`config.mk`:
```
export PLATFORM = sky130hd
export DESIGN_NAME = uart_rx_flat
export DESIGN_NICKNAME = d
export VERILOG_FILES = /design/src/rtl/uart_rx_if.sv /design/src/rtl/uart_rx.sv /design/src/flat_wrapper.sv
export SDC_FILE = /design/constraint.sdc
export NUM_CORES = 1
export LEC_CHECK = 0
export BUFFER_PORTS_ARGS = -buffer_cell sky130_fd_sc_hd__buf_2
export CAP_MARGIN = 25
export CORE_MARGIN = 2
export CORE_UTILIZATION = 39
export DETAILED_ROUTE_END_ITERATION = 10
export PLACE_DENSITY = 0.56
export SETUP_SLACK_MARGIN = 0.5
export SYNTH_ARGS = -nofsm -noshare
export SYNTH_HDL_FRONTEND = slang
export SYNTH_SLANG_ARGS = --single-unit
```
`constraint.sdc`:
```
create_clock -name clk -period 5.6 [get_ports clk]
set_clock_uncertainty 0.05 [all_clocks]
set_input_delay 0.28 -clock clk [delete_from_list [all_inputs] [get_ports clk]]
set_output_delay 0.28 -clock clk [all_outputs]
set_load 0.01 [all_outputs]
```
`src/rtl/uart_rx_if.sv`:
```
// Serial-line and result signals of the UART receiver.
// The master side drives the line and frame configuration; the slave side is the receiver.
interface uart_rx_if #(
  parameter int DATA_WIDTH = 8
);
  logic                  rx_in;
  logic [5:0]            prescale;
  logic                  par_en;
  logic                  par_typ;
  logic [DATA_WIDTH-1:0] data_out;
  logic                  data_valid;
  logic                  par_err;
  logic                  stp_err;
  logic                  busy;

  modport master (
    output rx_in, prescale, par_en, par_typ,
    input  data_out, data_valid, par_err, stp_err, busy
  );

  modport slave (
    input  rx_in, prescale, par_en, par_typ,
    output data_out, data_valid, par_err, stp_err, busy
  );
endinterface

```
`src/rtl/uart_rx.sv`:
```
// Oversampling UART receiver: start detection, 2-of-3 mid-bit voting, LSB-first data,
// optional parity and stop check, one-cycle result pulses.
module uart_rx #(
  parameter int DATA_WIDTH = 8
) (
  input  logic       clk,
  input  logic       rst,
  uart_rx_if.slave   bus,
  output logic [2:0] state_o
);
  localparam int BW = (DATA_WIDTH > 1) ? $clog2(DATA_WIDTH) : 1;
  localparam logic [BW-1:0] LAST_BIT = BW'(DATA_WIDTH - 1);

  typedef enum logic [2:0] {
    S_IDLE   = 3'd0,
    S_START  = 3'd1,
    S_DATA   = 3'd2,
    S_PARITY = 3'd3,
    S_STOP   = 3'd4
  } state_t;

  state_t                state_q, state_d;
  logic                  rx_meta_q, rx_s_q;
  logic [5:0]            p_q, p_d;
  logic [5:0]            edge_q, edge_d;
  logic [BW-1:0]         bit_q, bit_d;
  logic [DATA_WIDTH-1:0] shift_q, shift_d;
  logic [DATA_WIDTH-1:0] data_q, data_d;
  logic                  pen_q, pen_d;
  logic                  ptyp_q, ptyp_d;
  logic                  s0_q, s0_d;
  logic                  s1_q, s1_d;
  logic                  vote_q, vote_d;
  logic                  mis_q, mis_d;
  logic                  valid_q, valid_d;
  logic                  perr_q, perr_d;
  logic                  serr_q, serr_d;
  logic [5:0]            half;
  logic [5:0]            p_sel;
  logic                  bit_end;

  assign half    = p_q >> 1;
  assign bit_end = (edge_q == (p_q - 6'd1));
  assign p_sel   = ((bus.prescale == 6'd16) || (bus.prescale == 6'd32)) ? bus.prescale : 6'd8;

  always_ff @(posedge clk or negedge rst) begin
    if (!rst) begin
      rx_meta_q <= 1'b1;
      rx_s_q    <= 1'b1;
    end else begin
      rx_meta_q <= bus.rx_in;
      rx_s_q    <= rx_meta_q;
    end
  end

  always_ff @(posedge clk or negedge rst) begin
    if (!rst) begin
      state_q <= S_IDLE;
      p_q     <= '0;
      edge_q  <= '0;
      bit_q   <= '0;
      shift_q <= '0;
      data_q  <= '0;
      pen_q   <= 1'b0;
      ptyp_q  <= 1'b0;
      s0_q    <= 1'b1;
      s1_q    <= 1'b1;
      vote_q  <= 1'b1;
      mis_q   <= 1'b0;
      valid_q <= 1'b0;
      perr_q  <= 1'b0;
      serr_q  <= 1'b0;
    end else begin
      state_q <= state_d;
      p_q     <= p_d;
      edge_q  <= edge_d;
      bit_q   <= bit_d;
      shift_q <= shift_d;
      data_q  <= data_d;
      pen_q   <= pen_d;
      ptyp_q  <= ptyp_d;
      s0_q    <= s0_d;
      s1_q    <= s1_d;
      vote_q  <= vote_d;
      mis_q   <= mis_d;
      valid_q <= valid_d;
      perr_q  <= perr_d;
      serr_q  <= serr_d;
    end
  end

  always_comb begin
    state_d = state_q;
    p_d     = p_q;
    edge_d  = bit_end ? 6'd0 : (edge_q + 6'd1);
    bit_d   = bit_q;
    shift_d = shift_q;
    data_d  = data_q;
    pen_d   = pen_q;
    ptyp_d  = ptyp_q;
    s0_d    = s0_q;
    s1_d    = s1_q;
    vote_d  = vote_q;
    mis_d   = mis_q;
    valid_d = 1'b0;
    perr_d  = 1'b0;
    serr_d  = 1'b0;

    // Three samples straddle the bit centre; the vote is ready well before bit end.
    if (state_q != S_IDLE) begin
      if (edge_q == (half - 6'd1)) s0_d = rx_s_q;
      if (edge_q == half)          s1_d = rx_s_q;
      if (edge_q == (half + 6'd1)) vote_d = (s0_q & s1_q) | (s0_q & rx_s_q) | (s1_q & rx_s_q);
    end

    case (state_q)
      S_IDLE: begin
        edge_d = 6'd0;
        if (!rx_s_q) begin
          state_d = S_START;
          p_d     = p_sel;
          pen_d   = bus.par_en;
          ptyp_d  = bus.par_typ;
          bit_d   = '0;
          mis_d   = 1'b0;
        end
      end
      S_START: begin
        if (bit_end) state_d = vote_q ? S_IDLE : S_DATA;
      end
      S_DATA: begin
        if (bit_end) begin
          shift_d = {vote_q, shift_q[DATA_WIDTH-1:1]};
          if (bit_q == LAST_BIT) begin
            bit_d   = '0;
            state_d = pen_q ? S_PARITY : S_STOP;
          end else begin
            bit_d = bit_q + 1'b1;
          end
        end
      end
      S_PARITY: begin
        if (bit_end) begin
          mis_d   = (vote_q != ((^shift_q) ^ ptyp_q));
          state_d = S_STOP;
        end
      end
      S_STOP: begin
        if (bit_end) begin
          state_d = S_IDLE;
          perr_d  = mis_q;
          serr_d  = ~vote_q;
          if (vote_q && !mis_q) begin
            valid_d = 1'b1;
            data_d  = shift_q;
          end
        end
      end
      default: state_d = S_IDLE;
    endcase
  end

  assign bus.data_out   = data_q;
  assign bus.data_valid = valid_q;
  assign bus.par_err    = perr_q;
  assign bus.stp_err    = serr_q;
  assign bus.busy       = (state_q != S_IDLE);
  assign state_o        = state_q;
endmodule
```
`src/flat_wrapper.sv`:
```
// flat-port wrapper written by rule: the top's interface ports become plain ports
module uart_rx_flat 
#(
  parameter int DATA_WIDTH = 8
)
  (clk, rst, state_o, bus_rx_in, bus_prescale, bus_par_en, bus_par_typ, bus_data_out, bus_data_valid, bus_par_err, bus_stp_err, bus_busy);
  uart_rx_if #(.DATA_WIDTH(DATA_WIDTH)) bus_i ();
  input  logic clk;
  input  logic rst;
  output logic [2:0] state_o;
  input wire logic [$bits(bus_i.rx_in)-1:0] bus_rx_in;
  input wire logic [$bits(bus_i.prescale)-1:0] bus_prescale;
  input wire logic [$bits(bus_i.par_en)-1:0] bus_par_en;
  input wire logic [$bits(bus_i.par_typ)-1:0] bus_par_typ;
  output wire logic [$bits(bus_i.data_out)-1:0] bus_data_out;
  output wire logic [$bits(bus_i.data_valid)-1:0] bus_data_valid;
  output wire logic [$bits(bus_i.par_err)-1:0] bus_par_err;
  output wire logic [$bits(bus_i.stp_err)-1:0] bus_stp_err;
  output wire logic [$bits(bus_i.busy)-1:0] bus_busy;
  assign bus_i.rx_in = bus_rx_in;
  assign bus_i.prescale = bus_prescale;
  assign bus_i.par_en = bus_par_en;
  assign bus_i.par_typ = bus_par_typ;
  assign bus_data_out = bus_i.data_out;
  assign bus_data_valid = bus_i.data_valid;
  assign bus_par_err = bus_i.par_err;
  assign bus_stp_err = bus_i.stp_err;
  assign bus_busy = bus_i.busy;
  uart_rx #(.DATA_WIDTH(DATA_WIDTH)) u_core (.clk(clk), .rst(rst), .bus(bus_i), .state_o(state_o));
endmodule
```
Word level (Yosys, flattened, before mapping)
Index checks and enable logic that the tools add are counted.
- $add $sub $neg: 5
- multipliers: 0
- divide/modulo/power cells: 0
- magnitude comparators: 0
- equality and inequality tests: 18
- shifts and indexed selects: 0
- muxes and demuxes: 26
- bitwise operators: 8
- reductions and logical operators: 17
- operators by type and width (cell ; count):
    2-to-1 mux 3 bit ; 10
    == test 6 bit ; 3
    2-to-1 mux 6 bit ; 3
    one-hot mux 3 bit (5 select lines) ; 1
    != test 2 x 1 -> 1 bit, second input constant ; 5
    AND reduction 2 bit ; 5
    2-to-1 mux 1 bit ; 9
    AND reduction 3 bit ; 3
    parity 8 bit ; 1
    adder 5 x 1 -> 6 bit, second input constant ; 1
    adder 6 x 1 -> 6 bit, second input constant ; 1
    == test 3 x 2 -> 1 bit, second input constant ; 2
    == test 3 bit, second input constant ; 2
    == test 6 x 5 -> 1 bit ; 1
    == test 6 x 5 -> 1 bit, second input constant ; 1
    == test 6 bit, second input constant ; 1
    one-hot mux 3 bit (2 select lines) ; 1
    AND reduction 6 bit ; 1
    subtractor 5 x 1 -> 6 bit, second input constant ; 1
    subtractor 6 x 1 -> 6 bit, second input constant ; 1
    nonzero test 2 bit ; 2
    adder 3 x 1 -> 3 bit, second input constant ; 1
    bitwise AND 1 bit ; 3
    == test 3 x 1 -> 1 bit, second input constant ; 1
    12 further kinds ; 14
- register bits after elaboration: 45
- latch bits: 0
- bits in writable memories: 0
- ROM bits: 0
- input bits: 11
- output and inout port bits: 15
- word-level logic and storage cells: 91
- memories kept: 0

Longest topological paths before layout
- depth in word-level cells: 5
- depth in mapped cells: 9
- depth with buffers taken out: 7

Worst setup path before layout
OpenSTA, ideal clock, no wires.
- path kind: reg-to-reg
- from: register u_core.p_q[2]
- to: register u_core.shift_q[0]
- library setup time: 125 ps
- arrival time: 2539 ps
- required time: 5425 ps
- path slack: 2886 ps
- cell stages (with the launch flop): 10
- buffers on the path: 2
- period minus slack after synthesis: 2714 ps
- path through: dfrtp_1 > clkbuf_1 > inv_1 > ha_1 > nor3b_2 > and3_1 > or4_4 > nor4b_4 > buf_6 > mux2_4
- word-level cells in the longest chain between the ends: 3
- ends and longest elaborated chain (item ; line ; text):
    start: declaration ; uart_rx.sv:24 ; logic [5:0] p_q, p_d;
    start signal: assignment ; uart_rx.sv:75 ; p_q <= p_d;
    subtractor 6 x 1 -> 6 bit ; uart_rx.sv:43 ; assign bit_end = (edge_q == (p_q - 6'd1));
    == test 6 bit ; uart_rx.sv:43 ;
    AND reduction 2 bit (no source line) ; - ;
    end signal: assignment ; uart_rx.sv:78 ; shift_q <= shift_d;
    end: declaration ; uart_rx.sv:27 ; logic [DATA_WIDTH-1:0] shift_q, shift_d;
Every way passes these cells.
A chain may end at the register's enable or synchronous reset.

Final worst setup path
- from: register u_core.p_q[2]
- to: register u_core.shift_q[7]
Same word-level chain as after synthesis.

==> run_results.csv <==
group,metric,value,unit
timing,fmax,0.3446,GHz
timing,fin_tns_setup,0,ps
synthesis,avgSynthCellArea,11.02,um^2
cells_and_area,stdcell_area,2761,um^2
synthesis,yosysMostFrequentCell,"dfrtp_1",
floorplanning,coreArea,6241,um^2
critical_path,critPathCaptureType,"register",
cells_and_area,syn_to_final_growth,11.35,%
power_and_ir_drop,power.density,365.7,nW/um^2
critical_path,crit_start,"u_core.p_q[2]$_DFFE_PN0P_",
critical_path,path_buf_inv,2,
route,route.vias.total,1703,
grt,grt_util_all_layers,0.1431,
timing,post-route-period-util,0.5182,
power_and_ir_drop,peakVddDrop,0.1419,mV
timing,maxSlewViolCount,0,
synthesis,yosysSeqAreaShare,0.4566,
grt,grt_overflow,0,
synthesis,ys_warn_count,0,
min_path,hold_start,"bus_rx_in",
route,drt_wl_total,4647,um
clock_tree,clock_sinks,45,
route,antenna_left,0,
timing,final_hold_viol_count,0,
critical_path,path_cells,"inv_1 > ha_1 > nor3b_2 > and3_1 > or4_4 > nor4b_4 > buf_6 > mux2_1",
cells_and_area,multi_input_area,1245,um^2
clock_tree,clockRootBuffer,"clkbuf_8",
cells_and_area,stdcell_count,327,
place,placed_cells,316,
clock_tree,path_clk_slew,90,ps
timing,rsz0062_at_grt,"false",
critical_path,crit_path_start_kind,"register",
grt,antenna_found_initial,0,
grt,grt_first_pass_wirelength,7928,um
critical_path,criticalPathCategory,"register to register",
route,drc,0,
place,place_hpwl,3269,um
min_path,hp-class,"input pin to register",
synthesis,synth_area_leaders,"dfrtp_1 40%, xnor2_1 8.5%, dfstp_2 5.3%",
floorplanning,initial_utilization,0.3974,
timing,tightest_slew,712.7,ps
synthesis,syn_inst,225,
synthesis,synth_edf_count,0,
route,drt_pre_antenna_iters,4,
clock_tree,htreeDepth,2,
floorplanning,fp.dieW,83.74,um
cells_and_area,diodes,0,
status,outcome,"completed",
clock_tree,clk_path_buf_depth,2,
place,gp_congestion,0.8521,
floorplanning,dieHeight,83.74,um
critical_path,reg2reg_from,"u_core.p_q[2]$_DFFE_PN0P_",
critical_path,slowest_stage,"or4_4",
power_and_ir_drop,leakage,1.279,nW
clock_tree,cts_tree,"yes",
grt,grt_pass1_vias,1627,
floorplanning,rows,29,
route,first_iter_violations,71,
critical_path,cp.required,5750,ps
route,wl_per_cell,14.21,um
critical_path,critPathTopFamily,"simple AND/OR/NAND/NOR gates",
clock_tree,cts_made_buffers,5,
synthesis,synth_fp_nets,243,
synthesis,yosys.area.top_type,"dfrtp_1",
timing,setup_viol,0,
cells_and_area,nNetsFinal,267,
synthesis,ys_types,48,
floorplanning,die-area,7012,um^2
grt,grt_max_degree,46,
place,port_buffers,25,
critical_path,cpPeakStageDelay,560,ps
place,dpl_cell_area,2629,um^2
cells_and_area,regArea,1132,um^2
clock_tree,cts.repair.resized,0,
cells_and_area,drive_above_1_share,0.2440,
synthesis,netlist.area_leader.share,0.4036,
synthesis,synth-async-reset-ratio,1.000,
synthesis,ys.flop_type,"dfrtp_1",
synthesis,ys_seq_elements,45,
timing,layout_min_cycle_time,2902,ps
critical_path,arrival,3050,ps
cells_and_area,nFillCells,584,
flow_run,maxCapViolCount,0,
floorplanning,ios,26,
synthesis,synthTopCellsByCount,"40 x dfrtp_1, 24 x xnor2_1, 18 x nand2_1",
critical_path,crit_fanout,9,
synthesis,syn_area,2480,um^2
timing,slew_headroom,0.5126,
clock_tree,insertion_delay,310,ps
route,via_per_inst,5.208,
-- through the flow --
stage	hold slack, ps	power (mW)	utilization	setup WS, ps
after floorplan	-65.59	0.7268	-	2886
after global placement	295.9	0.8051	0.4212	2442
after detailed placement	297.6	0.8063	0.4212	2373
after CTS	6.915	1.017	0.4358	2368
after global routing	5.545	1.091	0.4425	2537
final	15.86	1.010	0.4425	2698
-- metal layers --
metal	vias to the layer above	share of wire	GRT usage	wire length [um]
li1	832	-	-	-
met1	830	0.48	0.2046	2253
met2	35	0.46	0.2109	2124
met3	6	0.044	0.03363	206
met4	0	0.014	0.05425	63
met5	-	0	0	0
-- sequential cells by signal, indices dropped and copies added (netlist names), 3 cells and up --
register / count
u_core.shift_q: 8
u_core.p_q: 6
u_core.bit_q: 3
u_core.bus.data_out: 8
u_core.edge_q: 6
u_core.state_o: 3
-- cell usage in the layout (no fill, tap or decap), drive strengths merged, types with 2 or more instances in the layout --
cell type,n
nand4,3
nor2b,2
o21ai,6
mux2,19
a311oi,2
nor3b,2
nand3b,2
mux2i,5
nor4,4
nand2b,4
clkbuf,5
clkinv,3
xor2,9
buf,27
dfrtp,40
nor2,10
ha,7
nor3,7
xnor2,24
inv,8
and3,4
nand3,9
dfstp,5
nand2,18
a21oi,6
and2,3
-- timing repair --
action | in CTS | in global routing
hold endpoints to repair | 0 | 17
hold buffers | 0 | 1
buffers inserted | 0 | 0
setup endpoints to repair | 0 | 0
-- where the power goes --
group	total (mW)	switching (mW)	internal [mW]
Sequential	0.474	0.0866	0.387
Combinational	0.327	0.169	0.158
Clock	0.209	0.120	0.0887
-- logic make-up (layout without fill, tap and decap cells) --
logic type / Yosys count / after routing / share of synthesized area
buffers and inverters: 19 / 44 / 0.04137
adders and majority gates: 8 / 8 / 0.03935
muxes: 24 / 24 / 0.1171
AOI/OAI and AO/OA: 22 / 22 / 0.05753
and+or+nand+nor: 74 / 74 / 0.1715
DFF: 45 / 45 / 0.4566
xor gates and xnor gates: 33 / 33 / 0.1166
-- worst reg2reg max path: cells and delay by family, from the launching register on --
family	cells	cell delay, ps
and+or+nand+nor	4	1330
adders and majority gates	1	250
buffers and inverters	2	370
DFF	1	490
muxes	1	330
-- worst paths after layout --
| kind | endpoint | slack, ps | depth (start not counted) |
|---|---|---|---|
| max in group asynchronous | u_core.s0_q$_DFFE_PN1P_ | 4520 | 3 |
| setup / recovery | u_core.shift_q[7]$_DFFE_PN0P_ | 2700 | 8 |
| setup reg to reg | u_core.shift_q[7]$_DFFE_PN0P_ | 2700 | 8 |
| hold reg to reg | u_core.rx_s_q$_DFF_PN1_ | 310 | 0 |
| hold / removal | u_core.rx_meta_q$_DFF_PN1_ | 20 | 1 |
| min in group asynchronous | u_core.p_q[0]$_DFFE_PN0P_ | 400 | 2 |
-- cell type report --
type,instances,share of cell area
timing repair buffer,28,0.06026
sequential,45,0.4101
tap,77,0.03489
multi-input combinational,161,0.4508
inverter,8,0.01087
clock inverter,3,0.008156
clock buffer,5,0.02492
No activity file was read; power rests on OpenSTA's default activity.
